$ cat config.mk
export PLATFORM = sky130hd
export DESIGN_NAME = mpmc11_fifo_issue_flat
export DESIGN_NICKNAME = d
export VERILOG_FILES = /design/src/rtl/mpmc11_fifo_issue_if.sv /design/src/rtl/mpmc11_fifo_issue.sv /design/src/flat_wrapper.sv
export SDC_FILE = /design/constraint.sdc
export NUM_CORES = 1
export LEC_CHECK = 0
export BUFFER_PORTS_ARGS = -buffer_cell sky130_fd_sc_hd__clkbuf_2
export CORE_ASPECT_RATIO = 1.25
export CORE_UTILIZATION = 30
export CTS_CLUSTER_DIAMETER = 200
export CTS_CLUSTER_SIZE = 16
export DETAILED_ROUTE_END_ITERATION = 8
export PLACE_DENSITY = 0.53
export RECOVER_POWER = 50
export SETUP_SLACK_MARGIN = 0.1
export SLEW_MARGIN = 5
export SYNTH_ARGS = -nofsm -noshare
export SYNTH_HDL_FRONTEND = slang
export SYNTH_SLANG_ARGS = --single-unit
$ cat constraint.sdc
create_clock -name clk -period 4.4 [get_ports clk]
set_clock_uncertainty 0.2 [all_clocks]
set_input_delay 0 -clock clk [delete_from_list [all_inputs] [get_ports clk]]
set_output_delay 0 -clock clk [all_outputs]
set_load 0.01 [all_outputs]
$ cat src/rtl/mpmc11_fifo_issue_if.sv
// mpmc11 FIFO-issue bundle: FIFO read side and arbiter request side.
// master = issue block; slave = FIFO, arbiter and controller side.
interface mpmc11_fifo_issue_if #(
   parameter int WID = 128
);
   logic [WID-1:0] fifo_dout;
   logic           fifo_dv;
   logic           fifo_rd_rst_busy;
   logic           fifo_rd;
   logic           req_valid;
   logic [WID-1:0] req_data;
   logic           req_ready;
   logic           rty;
   logic           flush;
   logic           err_drop;
   logic [15:0]    issued_cnt;
   logic           busy;

   modport master (
      input  fifo_dout, fifo_dv, fifo_rd_rst_busy,
      input  req_ready, rty, flush,
      output fifo_rd, req_valid, req_data,
      output err_drop, issued_cnt, busy
   );

   modport slave (
      output fifo_dout, fifo_dv, fifo_rd_rst_busy,
      output req_ready, rty, flush,
      input  fifo_rd, req_valid, req_data,
      input  err_drop, issued_cnt, busy
   );
endinterface

$ cat src/rtl/mpmc11_fifo_issue.sv
// Pops FWFT entries from the mpmc11 port FIFO into one hold register and
// presents them to the arbiter with retry back-off and bounded retries.
// Ports: clk, rst_n (async, active-low), bus (mpmc11_fifo_issue_if.master).
module mpmc11_fifo_issue #(
   parameter int WID       = 128,
   parameter int MAX_RETRY = 7,
   parameter int BACKOFF   = 4
) (
   input logic clk,
   input logic rst_n,
   mpmc11_fifo_issue_if.master bus
);
   typedef enum logic [1:0] {
      IDLE,
      PRESENT,
      RETRY_WAIT
   } state_t;

   localparam logic [3:0] RETRY_LAST = 4'(MAX_RETRY - 1);
   localparam logic [7:0] WAIT_INIT  = 8'(BACKOFF - 1);

   state_t         state, state_nx;
   logic [WID-1:0] data, data_nx;
   logic [3:0]     retry_cnt, retry_nx;
   logic [7:0]     backoff_cnt, backoff_nx;
   logic           drop, drop_nx;
   logic [15:0]    cnt, cnt_nx;
   logic           pop;

   // rst_n is folded in so no pop is issued while reset is held.
   assign pop = (state == IDLE) & bus.fifo_dv &
                ~bus.fifo_rd_rst_busy & ~bus.flush & rst_n;

   always_comb begin
      state_nx   = state;
      data_nx    = data;
      retry_nx   = retry_cnt;
      backoff_nx = backoff_cnt;
      drop_nx    = 1'b0;
      cnt_nx     = cnt;
      unique case (state)
         IDLE: begin
            if (pop) begin
               data_nx  = bus.fifo_dout;
               retry_nx = '0;
               state_nx = PRESENT;
            end
         end
         PRESENT: begin
            // flush wins over any handshake in the same cycle
            if (bus.flush) begin
               state_nx = IDLE;
            end else if (bus.req_ready) begin
               if (!bus.rty) begin
                  cnt_nx   = cnt + 16'd1;
                  state_nx = IDLE;
               end else if (retry_cnt < RETRY_LAST) begin
                  retry_nx   = retry_cnt + 4'd1;
                  backoff_nx = WAIT_INIT;
                  state_nx   = RETRY_WAIT;
               end else begin
                  drop_nx  = 1'b1;
                  state_nx = IDLE;
               end
            end
         end
         RETRY_WAIT: begin
            if (bus.flush) begin
               state_nx = IDLE;
            end else if (backoff_cnt == 8'd0) begin
               state_nx = PRESENT;
            end else begin
               backoff_nx = backoff_cnt - 8'd1;
            end
         end
         default: state_nx = IDLE;
      endcase
   end

   always_ff @(posedge clk or negedge rst_n) begin
      if (!rst_n) begin
         state       <= IDLE;
         data        <= '0;
         retry_cnt   <= '0;
         backoff_cnt <= '0;
         drop        <= 1'b0;
         cnt         <= '0;
      end else begin
         state       <= state_nx;
         data        <= data_nx;
         retry_cnt   <= retry_nx;
         backoff_cnt <= backoff_nx;
         drop        <= drop_nx;
         cnt         <= cnt_nx;
      end
   end

   assign bus.fifo_rd    = pop;
   assign bus.req_valid  = (state == PRESENT);
   assign bus.req_data   = data;
   assign bus.err_drop   = drop;
   assign bus.issued_cnt = cnt;
   assign bus.busy       = (state != IDLE);
endmodule
$ cat src/flat_wrapper.sv
// flat-port wrapper written by rule: the top's interface ports become plain ports
module mpmc11_fifo_issue_flat 
#(
   parameter int WID       = 128,
   parameter int MAX_RETRY = 7,
   parameter int BACKOFF   = 4
)
  (clk, rst_n, bus_fifo_dout, bus_fifo_dv, bus_fifo_rd_rst_busy, bus_req_ready, bus_rty, bus_flush, bus_fifo_rd, bus_req_valid, bus_req_data, bus_err_drop, bus_issued_cnt, bus_busy);
  mpmc11_fifo_issue_if #(.WID(WID)) bus_i ();
  input logic clk;
  input logic rst_n;
  input wire logic [$bits(bus_i.fifo_dout)-1:0] bus_fifo_dout;
  input wire logic [$bits(bus_i.fifo_dv)-1:0] bus_fifo_dv;
  input wire logic [$bits(bus_i.fifo_rd_rst_busy)-1:0] bus_fifo_rd_rst_busy;
  input wire logic [$bits(bus_i.req_ready)-1:0] bus_req_ready;
  input wire logic [$bits(bus_i.rty)-1:0] bus_rty;
  input wire logic [$bits(bus_i.flush)-1:0] bus_flush;
  output wire logic [$bits(bus_i.fifo_rd)-1:0] bus_fifo_rd;
  output wire logic [$bits(bus_i.req_valid)-1:0] bus_req_valid;
  output wire logic [$bits(bus_i.req_data)-1:0] bus_req_data;
  output wire logic [$bits(bus_i.err_drop)-1:0] bus_err_drop;
  output wire logic [$bits(bus_i.issued_cnt)-1:0] bus_issued_cnt;
  output wire logic [$bits(bus_i.busy)-1:0] bus_busy;
  assign bus_i.fifo_dout = bus_fifo_dout;
  assign bus_i.fifo_dv = bus_fifo_dv;
  assign bus_i.fifo_rd_rst_busy = bus_fifo_rd_rst_busy;
  assign bus_i.req_ready = bus_req_ready;
  assign bus_i.rty = bus_rty;
  assign bus_i.flush = bus_flush;
  assign bus_fifo_rd = bus_i.fifo_rd;
  assign bus_req_valid = bus_i.req_valid;
  assign bus_req_data = bus_i.req_data;
  assign bus_err_drop = bus_i.err_drop;
  assign bus_issued_cnt = bus_i.issued_cnt;
  assign bus_busy = bus_i.busy;
  mpmc11_fifo_issue #(.WID(WID), .MAX_RETRY(MAX_RETRY), .BACKOFF(BACKOFF)) u_core (.clk(clk), .rst_n(rst_n), .bus(bus_i));
endmodule
---- Word level (Yosys, flattened, before mapping) ----
Cells that the tools add are included.
word-level totals
  word-level logic and storage cells ...... 64
  bits of input ports ..................... 135
  output and inout port bits .............. 148
  register bits ........................... 159
cells by class
  bitwise logic cells ..................... 7
  magnitude comparators ................... 1
  $add $sub $neg .......................... 3
  muxes and demuxes ....................... 26
  equality and inequality tests ........... 11
  reductions and logical operators ........ 10
operators with widths
  kind                                                number
  two-way mux 8 bit                                   6
  two-way mux 4 bit                                   5
  adder 16 x 1 -> 16 bit, second input constant       1
  case mux 8 bit (2 select lines)                     1
  two-way mux 2 bit                                   7
  != test 2 bit, second input constant                6
  logical NOT 8 bit                                   1
  case mux 4 bit (2 select lines)                     1
  subtractor 8 x 1 -> 8 bit, second input constant    1
  AND reduction 7 bit                                 1
  case mux 2 bit (3 select lines)                     1
  AND reduction 6 bit                                 1
  nonzero test 2 bit                                  3
  two-way mux 1 bit                                   5
  adder 4 x 1 -> 4 bit, second input constant         1
  AND 1 bit                                           4
  < comparator 4 x 3 -> 1 bit, second input constant  1
  AND reduction 4 bit                                 1
  != test 3 x 2 -> 1 bit, second input constant       1
  != test 3 bit, second input constant                1
  NOT 1 bit                                           3
  AND reduction 3 bit                                 1
  == test 2 x 1 -> 1 bit, second input constant       1
  == test 2 bit, second input constant                1
  3 further kinds                                     3

---- Longest topological paths before layout ----
Gate-level depths: netlist of run 1.
  depth after elaboration ................. 7
  gate-level depth with buffers ........... 7
  depth with buffers taken out ............ 7

---- Worst setup path before layout of run 1 ----
No wires, ideal clock.
  path type ............................... register -> register
  start point ............................. reg u_core.state[1]
  end point ............................... reg u_core.cnt[15], in the netlist u_core.bus.issued_cnt[15]
  required time ........................... 4.076 ns
  arrival time ............................ 1.433 ns
  stages on the path, launching flop included .. 7
  buffers on the path ..................... 1
  period minus slack after synthesis ...... 1.757 ns
  path slack .............................. 2.643 ns
  setup time .............................. 0.124 ns
  path through ............................ dfrtp_1 nand2b_2 nor4_4 and3_1 buf_4 nand4_1 xnor2_1
between the ends
  longest elaborated chain between the ends .. 2
ends and longest elaborated chain
  element                        RTL line                 source
  start: declaration             mpmc11_fifo_issue.sv:22  state_t state, state_nx;
  start signal: assignment       mpmc11_fifo_issue.sv:89  state <= state_nx;
  == test 2 x 1 -> 1 bit         mpmc11_fifo_issue.sv:41  unique case (state)
  AND reduction 4 bit (no line)  -
  end signal: assignment         mpmc11_fifo_issue.sv:94  cnt <= cnt_nx;
  end: declaration               mpmc11_fifo_issue.sv:27  logic [15:0] cnt, cnt_nx;
No other way between the ends.
A chain may end at the register's enable or synchronous reset.

---- Worst setup path in the final report of run 1 ----
  start point ............................. reg u_core.state[1]
  end point ............................... reg u_core.retry_cnt[0]
between the ends
  longest elaborated chain between the ends .. 7
  elaborated cells between the ends (all ways) .. 14
  classes of those cells .................. eq/ne (6); mux (1); bitwise (4); reduce/logical (3)
ends and longest elaborated chain
  element                        RTL line                                          source
  logical NOT 2 bit              mpmc11_fifo_issue.sv:31, mpmc11_fifo_issue.sv:41
  AND 1 bit (2 in series)        mpmc11_fifo_issue.sv:31                           assign pop = (state == IDLE) & bus.fifo_dv &
  AND 1 bit (2 in series)        mpmc11_fifo_issue.sv:32                           ~bus.fifo_rd_rst_busy & ~bus.flush & rst_n;
  != test 2 bit (no line)        -
  AND reduction 6 bit (no line)  -
  end signal: assignment         mpmc11_fifo_issue.sv:91                           retry_cnt <= retry_nx;
  end: declaration               mpmc11_fifo_issue.sv:24                           logic [3:0] retry_cnt, retry_nx;
Several ways; a longest one is shown, not always the timed one.

==> metrics.md, run 1 <==
| Metric | Value |
|---|---|
| Layout cells sized above 1 | 15.9% |
| Highest metal used | met4 |
| Flops & latches, synth | 159 |
| PD cells | 421 mW/mm2 |
| Core area | 0.0208 mm2 |
| Logic pwr share | 21.7% |
| Largest fanout on the critical path | 102 |
| CP required | 4.55 ns |
| Clock share of power | 33.7% |
| I/O pin total | 283 |
| Slew HR | -16.1% |
| Worst slack, placed | 1.71 ns |
| First-pass GRT wire length | 29,400 um |
| Switch Pwr | 1.29 mW |
| Post-synthesis cell count | 688 |
| Rows | 59 |
| Worst Setup End Kind | register |
| Detailed-route via count | 6,102 |
| Internal | 2.94 mW |
| Crit path DAT | 3.42 ns |
| Switch share | 30.5% |
| Worst vdd ir | 0.244 mV |
| N_diodes | 0 |
| Peak Freq | 306 MHz |
| Met1 WL | 7880 um |
| CP Launch Point | u_core.state[1]$_DFFE_PN0P_ |
| DR WL met3 | 1210 um |
| Drt wl/cell | 13.1 um |
| Hold Path Class | in -> reg |
| Warnings from Yosys | 0 |
| Initial Util | 30.5% |
| Gpl congestion | 0.777 |
| Die width | 132 um |
| Setup TNS | 0 ns |
| Post-route ant nets | 0 |
| Synthesized Nets | 827 |
| Die height | 165 um |
| Met2 wire len | 9130 um |
| Final period util | 74.3% |
| Post-Route WL | 18,600 um |
| Final Critical Period | 3.27 ns |
| Inserted Clock Buffers | 17 |
| Grt total ovfl | 0 |
| Flop-to-flop setup slack | 1.13 ns |
| Total Nets Final | 1,268 |
| RSZ-0062 raised after global routing | no |
| # DRC | 0 |
| Vias in the first global route | 5,863 |
| Setup Fix Bufs, Post-CTS | 0 |
| Yosys cell types | 38 |
| Leakage power | 5.17 nW |
| Max cap viols | 2 |
| Critical R2R Capture | u_core.retry_cnt[0]$_DFFE_PN0P_ |
| WS Path Type | reg -> reg |
| Die footprint | 0.0218 mm2 |
| GRT Util Overall | 17.0% |
| CTS tree | built |
| Post-synth ARST share | 100% |
| Register area share after synthesis | 62.6% |
| CTS H-tree lvls | 4 |
| Number of synthesized flops with an enable pin | 0 |
| Max-slew violations | 142 |
| Clock tree buffer depth | 2 |
| Vias per cell | 4.31 |
| Final core occ | 48.2% |
| Dpl hpwl | 11,400 um |
| Initial detailed-routing violation count | 283 |
| Setup crit end | u_core.retry_cnt[0]$_DFFE_PN0P_ |
| Sequential power share | 44.6% |
| Final setup vio count | 0 |
| Syn_area_per_cell | 9.24 um2 |
| Critical path launch point type | register |
| Worst slew pin tran | 1.74 ns |
| CTS sink cnt | 159 |
| Initial antenna violation count | 0 |
| # port buffers | 282 |
| Primary FF master, synth | dfrtp_1 |
| Status | finished with violations |
| Pre-antenna DRT Iters | 5 |
| Area grow syn2layout | 57.9% |
| Final WS setup | 1.13 ns |
| Largest net degree at the start of global routing | 103 |
| Final Hold Fails | 0 |
| Clk_lat worst skew | 0.42 ns |
| RR Startpoint | u_core.state[1]$_DFFE_PN0P_ |
| Netlist Area Pre-Place | 0.00636 mm2 |
| Clk slew on worst S/H paths | 0.07 ns |
| R2R depth | 7 |
| Failing checks | max-capacitance violations, max-slew violations |
| Root Driver | clkbuf_16 |
worst max-delay path: stages (launching register included):
cell,delay (ns)
dfrtp_1,0.43
nor4b_1,0.52
nand3_4,0.39
buf_4,0.56
nand2_1,0.23
nand4b_1,0.11
dlygate4sd3_1,0.57
nand3_1,0.08
cell families after synthesis:
| logic type | count (synthesis) | share of synthesized area, % |
|---|---|---|
| mux | 2 | 0.335 |
| xor+xnor | 18 | 2.48 |
| fa+ha+maj | 4 | 0.787 |
| flops | 159 | 62.6 |
| simple gates | 455 | 29.3 |
| compound gates | 15 | 1.55 |
| buf+inv | 35 | 2.95 |
power groups by stage:
stage          Sequential (mW)  Combinational, mW  Clock [mW]
5_1_grt                   1.92               1.04        1.53
3_3_place_gp              1.90              0.802           0
4_1_cts                   1.88              0.984        1.48
6_report                  1.89              0.919        1.42
2_1_floorplan             2.01              0.263           0
3_5_place_dp              1.91              0.811           0
metal layers:
layer	track usage (%)	vias to the layer above
met5	0	-
met1	20.4	2841
met4	6.84	0
met3	4.85	25
li1	-	3020
met2	28.8	216
worst min-delay path by stage:
stage                       startpoint  slack (ns)                                   end  cells after the start
floorplan                        rst_n       -0.50     u_core.backoff_cnt[0]$_DFFE_PN0P_                      0
global placement                 rst_n       -0.33   u_core.bus.req_data[49]$_DFFE_PN0P_                      1
detailed placement               rst_n       -0.34  u_core.bus.req_data[119]$_DFFE_PN0P_                      1
CTS                 bus_fifo_dout[115]        0.08  u_core.bus.req_data[115]$_DFFE_PN0P_                      4
global route        bus_fifo_dout[102]        0.10  u_core.bus.req_data[102]$_DFFE_PN0P_                      4
finish               bus_fifo_dout[46]        0.11   u_core.bus.req_data[46]$_DFFE_PN0P_                      4
cell usage in the layout, fill, tap and decap left out, drive strengths merged, types with 2 or more instances in the layout:
cell type / synthesis / layout
dfrtp: 159 / 159
nand4: 10 / 10
and2: 2 / 2
nand4b: 2 / 2
nand3: 9 / 9
dlygate4sd3: 0 / 164
xor2: 6 / 6
or3: 2 / 2
clkinv: 0 / 3
nor2: 8 / 8
a21oi: 5 / 5
buf: 25 / 3
nor3: 2 / 2
and3: 4 / 4
a31oi: 2 / 2
nand3b: 2 / 2
nor3b: 2 / 2
nor4: 2 / 2
o21ai: 5 / 5
xnor2: 12 / 12
nand2: 401 / 401
ha: 4 / 4
nor2b: 4 / 4
inv: 6 / 10
clkbuf: 4 / 303
clkinvlp: 0 / 5
state kept, by name, indices dropped and copies added, names as in the netlist:
| signal | flops |
|---|---|
| u_core.bus.req_data | 128 |
| u_core.state | 2 |
| u_core.bus.err_drop | 1 |
| u_core.backoff_cnt | 8 |
| u_core.bus.issued_cnt | 16 |
| u_core.retry_cnt | 4 |
cell type report:
cell class | count | area, um2
sequential | 159 | 3980
tap | 274 | 343
clock inverter | 13 | 129
clock buffer | 19 | 443
inverter | 6 | 25.0
multi-input combinational | 494 | 2200
fill | 1996 | 10800
timing repair buffer | 451 | 2920
synthesized netlist by cell type (all sizes together), types with 2 or more instances:
cell type / number / area (um2)
clkbuf: 4 / 15.0
inv: 6 / 22.5
nand2: 401 / 1510
o21ai: 5 / 25.0
a21oi: 5 / 25.0
nor3b: 2 / 15.0
nand3: 9 / 45.0
and3: 4 / 25.0
ha: 4 / 50.1
nor2: 8 / 30.0
or3: 2 / 12.5
dfrtp: 159 / 3980
nand4: 10 / 62.6
nand4b: 2 / 17.5
xor2: 6 / 52.6
xnor2: 12 / 105
buf: 25 / 150
and2: 2 / 12.5
nor4: 2 / 27.5
nor3: 2 / 20.0
nand3b: 2 / 15.0
a31oi: 2 / 12.5
nor2b: 4 / 25.0
through the flow:
stage | hold slack (ns) | area, um2 | power [mW] | cells
2_1_floorplan | -0.496 | 6360 | 2.28 | 688
3_3_place_gp | -0.333 | 8020 | 2.71 | 1220
5_1_grt | 0.101 | 10000 | 4.49 | 1416
3_5_place_dp | -0.335 | 8020 | 2.72 | 1220
4_1_cts | 0.0800 | 10200 | 4.35 | 1416
6_report | 0.109 | 10000 | 4.23 | 1416
timing repair:
| item | 4_1_cts | 5_1_grt |
|---|---|---|
| resized for setup | 0 | 0 |
| hold buffers | 164 | 0 |
| hold endpoints to repair | 305 | 0 |
(Power assumes the default switching activity.)
==> run 2: changes to the inputs <==
- ABC_AREA: default -> 1
- clock period: 4.4 -> 3.3 ns (I/O delays scaled with it)
==> metrics.md, run 2 <==
| Metric | Value |
|---|---|
| GRT Util Overall | 18.2% (was 17.0%) |
| Status | finished with violations (unchanged) |
| Yosys top cell by area | dfrtp_1 (unchanged) |
| Critical path launch point type | input port (was register) |
| Post-Route WL | 19,500 um (was 18,600 um) |
| Warnings from Yosys | 0 (unchanged) |
| Clk_lat worst skew | 0.42 ns (about the same) |
| CTS sink cnt | 159 (unchanged) |
| Failing checks | max-capacitance violations, max-slew violations (unchanged) |
| CP max stage cell | clkbuf_4 (was dlygate4sd3_1) |
| Area grow syn2layout | 52.5% (was 57.9%) |
| Detailed-route via count | 6,251 (was 6,102) |
| Leakage power | 5.22 nW (was 5.17 nW) |
| Yosys cell types | 27 (was 38) |
| WP buf/inv | 3 (was 2) |
| Flops & latches, synth | 159 (unchanged) |
| Setup Fix Bufs, Post-CTS | 0 (unchanged) |
| Number of synthesized flops with an enable pin | 0 (unchanged) |
| Total Nets Final | 1,313 (was 1,268) |
| Worst Hold Launch | bus_fifo_dv (was bus_fifo_dout[46]) |
| Grt total ovfl | 0 (unchanged) |
| Max cap viols | 1 (was 2) |
| Vias per cell | 4.28 (was 4.31) |
| Die footprint | 0.0223 mm2 (was 0.0218 mm2) |
| Clock tree buffer depth | 2 (unchanged) |
| Final WS setup | 0.801 ns (was 1.13 ns) |
| Primary FF master, synth | dfrtp_1 (unchanged) |
| Initial antenna violation count | 0 (unchanged) |
| N_diodes | 0 (unchanged) |
| # DRC | 0 (unchanged) |
| Hold Path Depth | 5 (was 4) |
| Most common cell after layout, fill and taps aside | nand2_1 (unchanged) |
| First-pass GRT wire length | 31,900 um (was 29,400 um) |
| Final period util | 75.7% |
| Critical R2R Capture | u_core.state[0]$_DFFE_PN0P_ (was u_core.retry_cnt[0]$_DFFE_PN0P_) |
| RR Startpoint | u_core.state[1]$_DFFE_PN0P_ (unchanged) |
| CP Launch Point | rst_n (was u_core.state[1]$_DFFE_PN0P_) |
| Final Critical Period | 2.50 ns |
| Final Hold Fails | 0 (unchanged) |
| Largest net degree at the start of global routing | 160 (was 103) |
| Flop-to-flop setup slack | 0.93 ns (was 1.13 ns) |
| WS Path Type | in -> async (was reg -> reg) |
| Slew HR | -46.8% (was -16.1%) |
| CTS H-tree lvls | 4 (unchanged) |
| Core area | 0.0210 mm2 (was 0.0208 mm2) |
| Die height | 167 um (was 165 um) |
| Largest fanout on the critical path | 159 (was 102) |
| CP peak stage delay | 1.52 ns (was 0.57 ns) |
| CP required | 3.18 ns (was 4.55 ns) |
| Vias in the first global route | 6,387 (was 5,863) |
| # fillers | 2,111 (was 1,996) |
| R2R depth | 7 (unchanged) |
| Synth top cells by count | nand2_1 (455), dfrtp_1 (159), nor2_1 (24) (was nand2_1 (400), dfrtp_1 (159), buf_2 (15)) |
| Final setup vio count | 0 (unchanged) |
| CTS tree | built (unchanged) |
| Crit path DAT | 2.38 ns (was 3.42 ns) |
| # port buffers | 282 (unchanged) |
| Top cells by area, synth | dfrtp_1 (61%), nand2_1 (26%), xor2_1 (1.9%) (was dfrtp_1 (63%), nand2_1 (24%), xnor2_1 (1.7%)) |
| Clk slew on worst S/H paths | 0.06 ns (was 0.07 ns) |
| Register area share after synthesis | 61.0% (was 62.6%) |
| Worst Setup End Kind | asynchronous set/reset pin (was register) |
| PD cells | 782 mW/mm2 (was 421 mW/mm2) |
| Dpl hpwl | 12,500 um (was 11,400 um) |
| Netlist Area Pre-Place | 0.00653 mm2 (was 0.00636 mm2) |
| Min-Delay Endpoint | u_core.bus.req_data[52]$_DFFE_PN0P_ (was u_core.bus.req_data[46]$_DFFE_PN0P_) |
| Synthesized Nets | 898 (was 827) |
| Worst slack, placed | 1.21 ns (was 1.71 ns) |
| Setup TNS | 0 ns (unchanged) |
| Crit path max-delay family | buffers and inverters (was simple AND/OR/NAND/NOR gates) |
| Drt wl/cell | 13.4 um (was 13.1 um) |
| Post-synth ARST share | 100% (unchanged) |
| Initial detailed-routing violation count | 309 (was 283) |
| Critical path, cell by cell | dlygate4sd3_1 -> buf_6 -> clkbuf_4 (was nor4b_1 -> nand3_4 -> buf_4 -> nand2_1 -> nand4b_1 -> dlygate4sd3_1 -> nand3_1) |
| Count leader, synth | nand2_1 (unchanged) |
| Commonest non-fill, non-tap cells in the layout | nand2_1 (455), dfrtp_1 (159), clkbuf_1 (143) (was nand2_1 (400), dlygate4sd3_1 (164), dfrtp_1 (159)) |
| Hold Path Class | in -> reg (unchanged) |
| Worst slew pin tran | 2.20 ns (was 1.74 ns) |
| Gpl congestion | 0.796 (was 0.777) |
| Initial Util | 31.0% (was 30.5%) |
| Layout cells sized above 1 | 16.2% (was 15.9%) |
| Root Driver | clkbuf_16 (unchanged) |
| Post-synthesis cell count | 759 (was 688) |
| I/O pin total | 283 (unchanged) |
| Rows | 59 (unchanged) |
| Die width | 134 um (was 132 um) |
| Pre-antenna DRT Iters | 6 (was 5) |
| Inserted Clock Buffers | 17 (unchanged) |
| Peak Freq | 400 MHz |
| Max reg flops | 128 (unchanged) |
| Max-slew violations | 160 (was 142) |
| Syn_area_per_cell | 8.60 um2 (was 9.24 um2) |
| Worst vdd ir | 0.397 mV (was 0.244 mV) |
| RSZ-0062 raised after global routing | no (unchanged) |
| Top cell type's share of synthesized area | 61.0% (was 62.6%) |
| Post-route ant nets | 0 (unchanged) |
## run 2: routing by layer
| metal | track usage (%) | vias up | routed length, um | part of all wire, % |
|---|---|---|---|---|
| li1 | - | 3137 | - | - |
| met1 | 21.9 | 2867 | 8100 | 41 |
| met2 | 31.0 | 208 | 9910 | 51 |
| met3 | 3.90 | 39 | 986 | 5.0 |
| met4 | 8.30 | 0 | 532 | 2.7 |
| met5 | 0 | - | 0 | 0 |
## run 2: what timing repair did
item	4_1_cts	5_1_grt
hold buffers	136	0
resized for setup	0	0
hold endpoints to repair	315	0
## run 2: kinds of logic after synthesis
logic type      synth area share, %
compound gates                0.940
xor+xnor                       2.15
simple gates                   30.9
buf+inv                        4.24
fa+ha+maj                     0.767
flops                          61.0
## run 2: final cells by class
class	count	area, um2	share of cell area, %
Clock buffer	18	439	4.41
Clock inverter	14	148	1.48
Inverter	27	104	1.04
Multi-Input combinational cell	545	2280	22.9
Sequential cell	159	3980	40.0
Tap cell	274	343	3.45
Timing Repair Buffer	424	2660	26.7
## run 2: worst max-delay path by stage
stage,endpoint,slack (ns),cells after the start
6_report,u_core.bus.req_data[53]$_DFFE_PN0P_,0.80,3
5_1_grt,u_core.bus.req_data[2]$_DFFE_PN0P_,0.38,3
4_1_cts,bus_fifo_rd,0.83,5
3_5_place_dp,u_core.bus.req_data[44]$_DFFE_PN0P_,1.21,6
3_3_place_gp,u_core.bus.req_data[126]$_DFFE_PN0P_,1.24,6
2_1_floorplan,u_core.bus.issued_cnt[11]$_DFFE_PN0P_,1.74,7
## run 2: per-stage QoR
stage	hold slack [ns]	instances	instance area (um2)	utilization, %	total power, mW
finish	0.0232	1461	9950	47.3	7.78
global route	0.0538	1461	9950	47.3	8.38
CTS	0.0189	1461	10100	48.2	8.09
detailed placement	-0.00289	1293	8190	38.9	5.92
global placement	-0.00765	1293	8190	38.9	5.89
floorplan	-0.496	759	6530	-	4.63
## run 2: worst reg2reg max path, stage by stage (launching register included)
cell,delay [ns]
dfrtp_1,0.49
nor2_2,0.11
nand4_4,0.10
buf_4,0.53
nand2_1,0.11
nand3_1,0.11
nand2_1,0.05
dlygate4sd3_1,0.56
## run 2: power breakdown
part	internal [mW]	total, mW	switching (mW)
Clock	1.09	1.97	0.884
Sequential	2.80	3.31	0.510
Combinational	0.955	2.50	1.54
Total	4.84	7.78	2.93
